### config.mk
export PLATFORM = sky130hd
export DESIGN_NAME = scan_mux_n
export DESIGN_NICKNAME = d
export VERILOG_FILES = /design/src/rtl/scan_mux_n.sv
export SDC_FILE = /design/constraint.sdc
export NUM_CORES = 1
export LEC_CHECK = 0
export BUFFER_PORTS_ARGS = -buffer_cell sky130_fd_sc_hd__buf_4
export CAP_MARGIN = 20
export CORE_UTILIZATION = 40
export DETAILED_ROUTE_END_ITERATION = 8
export SKIP_CTS_REPAIR_TIMING = 1
export SLEW_MARGIN = 15
export SYNTH_ARGS = -nofsm -noshare
export SYNTH_HDL_FRONTEND = slang
export SYNTH_SLANG_ARGS = --single-unit
### constraint.sdc
create_clock -name clk -period 2.9 [get_ports clk]
set_clock_uncertainty 0.2 [all_clocks]
set_input_delay 0.145 -clock clk [delete_from_list [all_inputs] [get_ports clk]]
set_output_delay 0.145 -clock clk [all_outputs]
set_load 0.05 [all_outputs]
### src/rtl/scan_mux_n.sv
// Time-multiplexed N-channel scanner for a seven-segment digit/anode path.
// Each enabled channel is shown for PRESCALE cycles; disabled channels are skipped.
module scan_mux_n #(
    parameter int NUM_CH   = 4,
    parameter int DATA_W   = 4,
    parameter int PRESCALE = 100000,
    localparam int SEL_W   = (NUM_CH > 1) ? $clog2(NUM_CH) : 1
) (
    input  logic                     clk,
    input  logic                     reset,
    input  logic [NUM_CH*DATA_W-1:0] data_in,
    input  logic [NUM_CH-1:0]        ch_en,
    input  logic                     hold,
    output logic [DATA_W-1:0]        data_out,
    output logic [NUM_CH-1:0]        an_n,
    output logic [SEL_W-1:0]         sel,
    output logic                     slot_tick
);

    localparam int CNT_W = (PRESCALE > 1) ? $clog2(PRESCALE) : 1;
    localparam logic [CNT_W-1:0] CNT_MAX = CNT_W'(PRESCALE - 1);

    logic [CNT_W-1:0]  count_q, count_d;
    logic [SEL_W-1:0]  sel_q, sel_d;
    logic [DATA_W-1:0] data_out_q, data_out_d;
    logic [NUM_CH-1:0] an_n_q, an_n_d;
    logic              slot_tick_q, slot_tick_d;

    logic              advance;
    logic              found;
    logic [SEL_W-1:0]  next_ch;

    always_comb begin
        advance = (count_q == CNT_MAX) && !hold;
        count_d = count_q;
        if (advance) begin
            count_d = '0;
        end else if (!hold) begin
            count_d = count_q + CNT_W'(1);
        end
    end

    // Search sel+1 .. sel+NUM_CH with an explicit modulo wrap, so a
    // non-power-of-two channel count can never yield an index past NUM_CH-1.
    always_comb begin
        int cand;
        cand    = 0;
        found   = 1'b0;
        next_ch = sel_q;
        for (int i = 1; i <= NUM_CH; i++) begin
            cand = int'(sel_q) + i;
            if (cand >= NUM_CH) begin
                cand = cand - NUM_CH;
            end
            if (!found && ch_en[SEL_W'(cand)]) begin
                found   = 1'b1;
                next_ch = SEL_W'(cand);
            end
        end
    end

    always_comb begin
        sel_d       = advance ? next_ch : sel_q;
        slot_tick_d = advance;
        data_out_d  = '0;
        an_n_d      = '1;
        for (int k = 0; k < NUM_CH; k++) begin
            if (SEL_W'(k) == sel_d) begin
                data_out_d = data_in[k*DATA_W +: DATA_W];
                an_n_d[k]  = ~ch_en[k];
            end
        end
    end

    always_ff @(posedge clk) begin
        if (reset) begin
            count_q     <= '0;
            sel_q       <= '0;
            data_out_q  <= '0;
            an_n_q      <= '1;
            slot_tick_q <= 1'b0;
        end else begin
            count_q     <= count_d;
            sel_q       <= sel_d;
            data_out_q  <= data_out_d;
            an_n_q      <= an_n_d;
            slot_tick_q <= slot_tick_d;
        end
    end

    assign data_out  = data_out_q;
    assign an_n      = an_n_q;
    assign sel       = sel_q;
    assign slot_tick = slot_tick_q;

endmodule

==> metrics.yaml, run 1 <==
antenna_cells: 0
clock_sinks: 28
worstHoldStart: "data_in[9]"
whs_path_depth: 3
hold_ws_ps: 11.55
r2r_setup_slack_ps: 240
syn_inst: 160
numCtsBuffers: 3
start_util: 0.4297
startpoint_type: "register"
cts_buffer_depth: 2
avgViaCountPerCell: 5.121
wl_per_cell_um: 13.04
slew_headroom: 0.5208
syn_area_per_cell_um2: 9.173
required_ps: 2930
hold_viol: 0
grt_pass1_wl_mm: 5.223
core_mm2: 0.003416
grt_start_max_net_pins: 17
crit_family: "simple AND/OR/NAND/NOR gates"
drv_slew: 0
timing.final.crit_share: 0.9180
cts_root_buffer: "clkbuf_4"
globalplace.congestion: 0.7581
slowest_delay_ps: 560
dr.pass1.iters: 2
drive_gt1_frac: 0.2417
rr_startpoint: "count_q[8]"
cts_htree_levels: 1
critPathArrivalTime_ps: 2700
synthXorXnorAreaFrac: 0.09463
synth_area_mm2: 0.001468
gr-total-overflow: 0
die_x_um: 62.58
synth_compound_area_frac: 0.1262
syn2layout_area_growth_pct: 35.38
rows: 21
yosys.area_share.adder: 0.008525
holdPathEnd: "data_out[1]"
layout.nets: 236
r2r_end: "data_out[3]"
final_cell_mix: "buf_4, dfxtp_1, nor2_1, dlygate4sd3_1, xor2_1"
async_reset_ff_frac: 0
clk_latency_ps: 330
ff2ff_path_depth: 7
clkSlewWorstSetupHoldPaths_ps: 160
synth_top_family_by_area: "simple AND/OR/NAND/NOR gates"
synth-simple-area-share: 0.3214
worstMarginPinSlew_ps: 709.8
dieArea_mm2: 0.003916
period_needed_ps: 2662
cts_tree: "built"
seq_area_frac_synth: 0.3819
ioPinCount: 34
hp-class: "in -> reg"
crit_slowest_cell: "or4_4"
vias: 1316
yosysTopAreaCellShare: 0.3819
yosys_warnings: 0
ir_worst_vdd_mv: 0.4294
final-setup-viol-count: 0
io_buffers: 33
ant_nets: 0
drc_errors: 0
ys.flop_type: "dfxtp_1"
final_util: 0.5817
synth_edf_count: 0
powerDensity_mw_per_mm2: 377.2
ys_top_cells_by_area: "dfxtp_1, xor2_1, nor2_1"
cp_num_buf_inv: 0
tns_ps: 0
antenna_found_initial: 0
leakagePower_nw: 0.7879
synth_nets: 184
track_usage: 0.1607
grt_pass1_vias: 1197
path_cells: "or4_4 -> nor3_4 -> o311ai_0 -> a21oi_2 -> xnor2_2 -> mux2i_1 -> a2111oi_1"
path_max_fanout: 6
totalWireLength_mm: 3.351
crit_path_end_kind: "register"
fmax_ghz: 0.3756
rsz0062_at_grt: "no"
dpl.hpwl_mm: 2.240
outcome: "completed"
ys_ff_latch: 28
cap_violations: 0
drtIter0Drc: 45
synth.largest_area_cell: "dfxtp_1"
muxShareOfSynthArea: 0.03410
final_common_cell: "buf_4"
ys_types: 46
worstSetupPathType: "reg -> reg"
die_h_um: 62.58
==> worst register-to-register path, cell delays in order, from the launching register on <==
cell       delay, ps
dfxtp_1          380
or4_4            560
nor3_4           260
o311ai_0         210
a21oi_2          200
xnor2_2          220
mux2i_1          140
a2111oi_1        390
==> metal layers <==
| layer | global-route usage | part of all wire | vias to the layer above |
|---|---|---|---|
| met5 | 0 | 0 | - |
| met4 | 0.005814 | 0 | 0 |
| met3 | 0.03832 | 0.034 | 0 |
| met2 | 0.2772 | 0.48 | 25 |
| met1 | 0.2128 | 0.48 | 611 |
| li1 | - | - | 680 |
==> worst max path at each step <==
stage | to | depth (start not counted) | slack (ps) | startpoint
2_1_floorplan | data_out[1] | 7 | 460 | count_q[8]
4_1_cts | data_out[2] | 7 | 220 | count_q[8]
3_3_place_gp | data_out[3] | 7 | 360 | count_q[8]
6_report | data_out[3] | 7 | 240 | count_q[8]
5_1_grt | data_out[2] | 7 | 20 | count_q[8]
3_5_place_dp | data_out[1] | 7 | 280 | count_q[8]
==> synth_stat cells, types with 2 or more instances <==
cell type and instances:
o21ai_0 4, a2111oi_1 3, nand2b_1 2, nand4_1 3, nor2b_1 3, o211ai_1 2
xor2_1 12, xnor2_1 2, or3b_1 2, a21oi_1 4, or3_1 2, nor2_1 24
a21oi_2 2, nand3_1 10, or4_4 2, a31oi_1 4, and3_1 2, nand3b_1 6
clkbuf_1 2, buf_4 2, o311ai_0 2, dfxtp_1 28, nor3b_1 2, mux2i_1 5
nand2_1 9
==> power breakdown <==
| part | leakage, nW | total (mW) | switching, mW | internal [mW] |
|---|---|---|---|---|
| sequential | 0.227 | 0.395 | 0.00362 | 0.392 |
| combinational | 0.533 | 0.100 | 0.0450 | 0.0550 |
| clock | 0.0279 | 0.254 | 0.115 | 0.140 |
| total | 0.788 | 0.750 | 0.163 | 0.586 |
==> per-stage QoR <==
step           setup WS, ps  instances  instance area [um2]  power [mW]
5_1_grt               18.00        257                 1987      0.7834
2_1_floorplan         457.4        160                 1468      0.4447
4_1_cts               224.8        236                 1777      0.7331
3_5_place_dp          282.9        232                 1724      0.4802
3_3_place_gp          362.8        232                 1724      0.4784
6_report              237.8        257                 1987      0.7495
==> final cells by class <==
| type | instances | area [um2] |
|---|---|---|
| Fill cell | 304 | 1429 |
| Multi-Input combinational cell | 125 | 858.3 |
| Sequential cell | 28 | 560.5 |
| Timing Repair Buffer | 54 | 457.9 |
| Tap cell | 46 | 57.56 |
| Clock inverter | 1 | 30.03 |
| Clock buffer | 3 | 22.52 |
==> logic make-up after synthesis <==
group | Yosys count
XOR/XNOR | 15
multiplexers | 5
adder cells (fa/ha/maj) | 1
flip-flops | 28
AND/OR/NAND/NOR | 78
AO/OA/AOI/OAI | 26
buffers and inverters | 7
==> state kept, by name, indices dropped and copies added (netlist names) <==
name / count
sel: 2
data_out: 4
an_n: 4
count_q: 17
slot_tick: 1
(Power assumes the default switching activity.)
==> inputs of run 2 (changes only) <==
Settings changed: CORE_UTILIZATION 40 to 50, PLACE_DENSITY from default to 0.75.
==> metrics.yaml, run 2 (synthesis gave the netlist of run 1 again) <==
outcome: "completed"
core_mm2: 0.002758
finalNonFillerCells: 240
ir_worst_vdd_mv: 0.3320
clkSlewWorstSetupHoldPaths_ps: 150
leakagePower_nw: 0.7822
die_x_um: 56.18
grtUsageMet1: 0.2840
path_cells: "or4_4 -> nor3_4 -> o311ai_0 -> a21oi_2 -> xnor2_2 -> mux2i_1 -> a2111oi_2"
antenna_cells: 0
period_needed_ps: 2648
clock_sinks: 28
ioPinCount: 34
hp-class: "in -> reg"
gr-total-overflow: 0
final-setup-viol-count: 0
worstHoldStart: "data_in[10]"
drtIter0Drc: 50
startpoint_type: "register"
ant_nets: 0
syn2layout_area_growth_pct: 33.42
drv_slew: 0
fill_cells: 224
dr.pass1.iters: 4
grt_pass1_vias: 1250
path_max_fanout: 6
critPathArrivalTime_ps: 2680
die_h_um: 56.18
rows: 19
numCtsBuffers: 3
track_usage: 0.2167
grt_start_max_net_pins: 17
rsz0062_at_grt: "no"
cts_htree_levels: 1
wl_per_cell_um: 14.42
vias: 1333
fmax_ghz: 0.3777
drive_gt1_frac: 0.2536
cts_tree: "built"
tns_ps: 0
regMostFlops: "count_q"
busiest_layer: "met2"
timing.final.crit_share: 0.9130
totalWireLength_mm: 3.460
final_util: 0.7101
avgViaCountPerCell: 5.554
antenna_found_initial: 0
crit_family: "simple AND/OR/NAND/NOR gates"
hold_viol: 0
dpl.hpwl_mm: 2.329
slowest_delay_ps: 570
critPathLaunch: "count_q[8]"
drc_errors: 0
io_buffers: 33
required_ps: 2930
cp_num_buf_inv: 0
final_common_cell: "buf_4"
dieArea_mm2: 0.003156
worstMarginPinSlew_ps: 785.1
cap_violations: 0
largest_register_ffs: 17
layout.nets: 234
crit_path_end_kind: "register"
clk_latency_ps: 330
grt_use_met2: 0.3656
crit_slowest_cell: "or4_4"
slew_headroom: 0.4699
powerDensity_mw_per_mm2: 384.2
grtUsageMet3: 0.02791
worstSetupPathType: "reg -> reg"
cts_root_buffer: "clkbuf_4"
dp.cells: 217
start_util: 0.5322
grt_pass1_wl_mm: 5.485
cts_buffer_depth: 2
globalplace.congestion: 0.8651
rr_startpoint: "count_q[8]"
hold_ws_ps: 5.411
final_cell_mix: "buf_4, dfxtp_1, nor2_1, dlygate4sd3_1, xor2_1"
## run 2: power breakdown
group / switching (mW) / total [mW] / leakage [nW] / internal (mW)
Clock: 0.117 / 0.256 / 0.0279 / 0.140
Combinational: 0.0464 / 0.100 / 0.527 / 0.0540
Sequential: 0.00375 / 0.395 / 0.227 / 0.392
Total: 0.167 / 0.752 / 0.782 / 0.586
## run 2: layout make-up
type,instances,area [um2],share of cell area
multi-input cells,125,868.3,0.4435
flip-flops and latches,28,560.5,0.2863
repair buffers,52,437.9,0.2236
well taps,31,38.79,0.01981
clock inverters,1,30.03,0.01534
clock buffers,3,22.52,0.01150
## run 2: path summary, 6_finish.rpt
check | endpoint | cells after the start | slack [ps]
worst min register to register | count_q[15] | 2 | 320
worst min-delay path | data_out[2] | 3 | 5
worst max-delay path | data_out[3] | 7 | 250
worst max register to register | data_out[3] | 7 | 250
## run 2: worst reg2reg max path, cell delays in order, from the launching register on
cell and delay (ps):
dfxtp_1 380, or4_4 570, nor3_4 260, o311ai_0 190, a21oi_2 180, xnor2_2 220, mux2i_1 160, a2111oi_2 390
## run 2: through the flow
stage / area, um2 / worst slack [ps] / total power, mW
3_5_place_dp: 1705 / 297.5 / 0.4800
4_1_cts: 1758 / 256.4 / 0.7347
6_report: 1958 / 252.2 / 0.7523
2_1_floorplan: 1468 / 457.4 / 0.4447
3_3_place_gp: 1705 / 340.8 / 0.4778
5_1_grt: 1958 / 19.61 / 0.7793
## run 2: per-layer routing
metal,up-vias,part of all wire
li1,677,-
met3,8,0.025
met1,625,0.45
met5,-,0
met2,23,0.50
met4,0,0.024
==> inputs of run 3 (changes only) <==
Settings changed: ABC_AREA from default to 1, PLACE_DENSITY 0.75 to 0.73.
==> metrics.yaml, run 3 <==
timing.final.crit_share: 0.7671
start_util: 0.5319
io_buffers: 33
path_max_fanout: 11
die_x_um: 62.28
ys_ff_latch: 28
worstSetupPathType: "reg -> reg"
syn_area_per_cell_um2: 6.729
final_cell_mix: "nand2_1, buf_4, inv_1, nand3_1, dfxtp_1"
powerDensity_mw_per_mm2: 335.7
seq_area_frac_synth: 0.3085
r2r_setup_slack_ps: 680
yosys_warnings: 0
layout.nets: 345
synth.most_common_cell: "nand2_1"
place_area_mm2: 0.002073
violations: "negative hold slack"
vias: 1781
crit_path_end_kind: "register"
crit_top_cell: "nand2_1"
core_mm2: 0.003416
drv_slew: 0
period_needed_ps: 2225
startpoint_type: "register"
die_h_um: 62.28
slowest_delay_ps: 610
cts_root_buffer: "clkbuf_4"
async_reset_ff_frac: 0
yosysTopAreaCellShare: 0.3085
tns_ps: 0
drive_gt1_frac: 0.2313
cap_violations: 0
ir_worst_vdd_mv: 0.3220
dr.pass1.iters: 4
rsz0062_at_grt: "no"
final-setup-viol-count: 0
drtIter0Drc: 82
cts_tree: "built"
required_ps: 3000
ys_top_cells_by_area: "dfxtp_1, nand2_1, nand3_1"
hold_viol: 4
syn2layout_area_growth_pct: 26.93
grt_start_max_net_pins: 17
antenna_found_initial: 0
wl_per_cell_um: 10.58
hold_ws_ps: -36.41
hp-class: "in -> reg"
grt_pass1_wl_mm: 6.168
ys_types: 31
gr-total-overflow: 0
finalPower_uw: 774.2
clock_sinks: 28
final_util: 0.6751
cts_htree_levels: 1
clkSlewWorstSetupHoldPaths_ps: 150
numCtsBuffers: 3
final_common_cell: "nand2_1"
grt_pass1_vias: 1508
drc_errors: 0
cp_num_buf_inv: 2
synth_area_mm2: 0.001817
regMostFlops: "count_q"
synth_edf_count: 0
fin_area_mm2: 0.002306
antenna_cells: 0
outcome: "finished with violations"
cts_buffer_depth: 2
largest_register_ffs: 17
ys.flop_type: "dfxtp_1"
ant_nets: 0
path_cells: "inv_4 -> nand2_1 -> nand2_2 -> nand2_2 -> nand3_2 -> nor2_4 -> nor2_4 -> nand2_1 -> nand2_1 -> nand2_2 -> nand3_1 -> nand3_1 -> nand2_1 -> inv_1"
ioPinCount: 34
slew_headroom: 0.7076
clk_latency_ps: 330
leakagePower_nw: 1.031
fmax_ghz: 0.4495
track_usage: 0.1950
ys_top_cells_by_count: "nand2_1, inv_1, nand3_1, dfxtp_1, nor2_1"
syn_inst: 270
rows: 21
synth_nets: 294
synth.largest_area_cell: "dfxtp_1"
totalWireLength_mm: 3.874
crit_family: "simple AND/OR/NAND/NOR gates"
dpl.hpwl_mm: 2.787
crit_slowest_cell: "dfxtp_1"
avgViaCountPerCell: 4.866
critPathArrivalTime_ps: 2320
dieArea_mm2: 0.003879
globalplace.congestion: 0.8589
worstMarginPinSlew_ps: 438.1
-- run 3: cell count changes after synthesis, moves of 5 or more --
| cell | delta |
|---|---|
| nand2_2 | +12 |
| inv_1 | +32 |
| a21oi_1 | +6 |
| nand3_1 | +21 |
| nand2_1 | +51 |
| xor2_1 | -8 |
| nor3_1 | +9 |
| mux2i_1 | -5 |
| nand2_4 | +6 |
-- run 3: final cells by class --
cell class | count | area (um2)
multi-input cells | 199 | 1059
inverters | 37 | 141.4
fillers | 300 | 1110
clock buffers | 3 | 22.52
repair buffers | 52 | 435.4
well taps | 46 | 57.56
flip-flops and latches | 28 | 560.5
clock inverters | 1 | 30.03
-- run 3: final timing paths --
path / start / endpoint / depth (start not counted)
worst max-delay path: sel[1] / data_out[3] / 14
worst min-delay path: data_in[12] / data_out[0] / 6
worst max register to register: sel[1] / data_out[3] / 14
worst min register to register: count_q[1] / count_q[1] / 2
-- run 3: power breakdown --
part	switching [mW]	internal [mW]
clock	0.120	0.140
combinational	0.0607	0.0595
sequential	0.00274	0.391
-- run 3: worst min-delay path, cell delays in order --
cell      delay [ps]
buf_4             70
nand3b_1          90
nand2_1           60
inv_2             40
nand2_1           40
inv_1             40
-- run 3: stage by stage --
step,setup slack [ps],cells
floorplan,599.4,270
global placement,735.6,344
detailed placement,741.2,344
CTS,716.6,348
global route,456.8,366
finish,675.4,366
-- run 3: logic make-up (layout without fill, tap and decap cells) --
logic type	after synthesis	in the layout	synth area share
AOI/OAI and AO/OA	24	24	0.07576
adders and majority gates	1	1	0.006886
and+or+nand+nor	169	169	0.4759
DFF	28	28	0.3085
buffers and inverters	43	93	0.1088
xor gates and xnor gates	5	5	0.02410
-- run 3: layer usage --
layer | up-vias | global-route usage | share of wire
met3 | 5 | 0.04779 | 0.035
met5 | - | 0 | 0
met1 | 784 | 0.2293 | 0.46
met2 | 30 | 0.3420 | 0.49
met4 | 0 | 0.06977 | 0.012
li1 | 962 | - | -
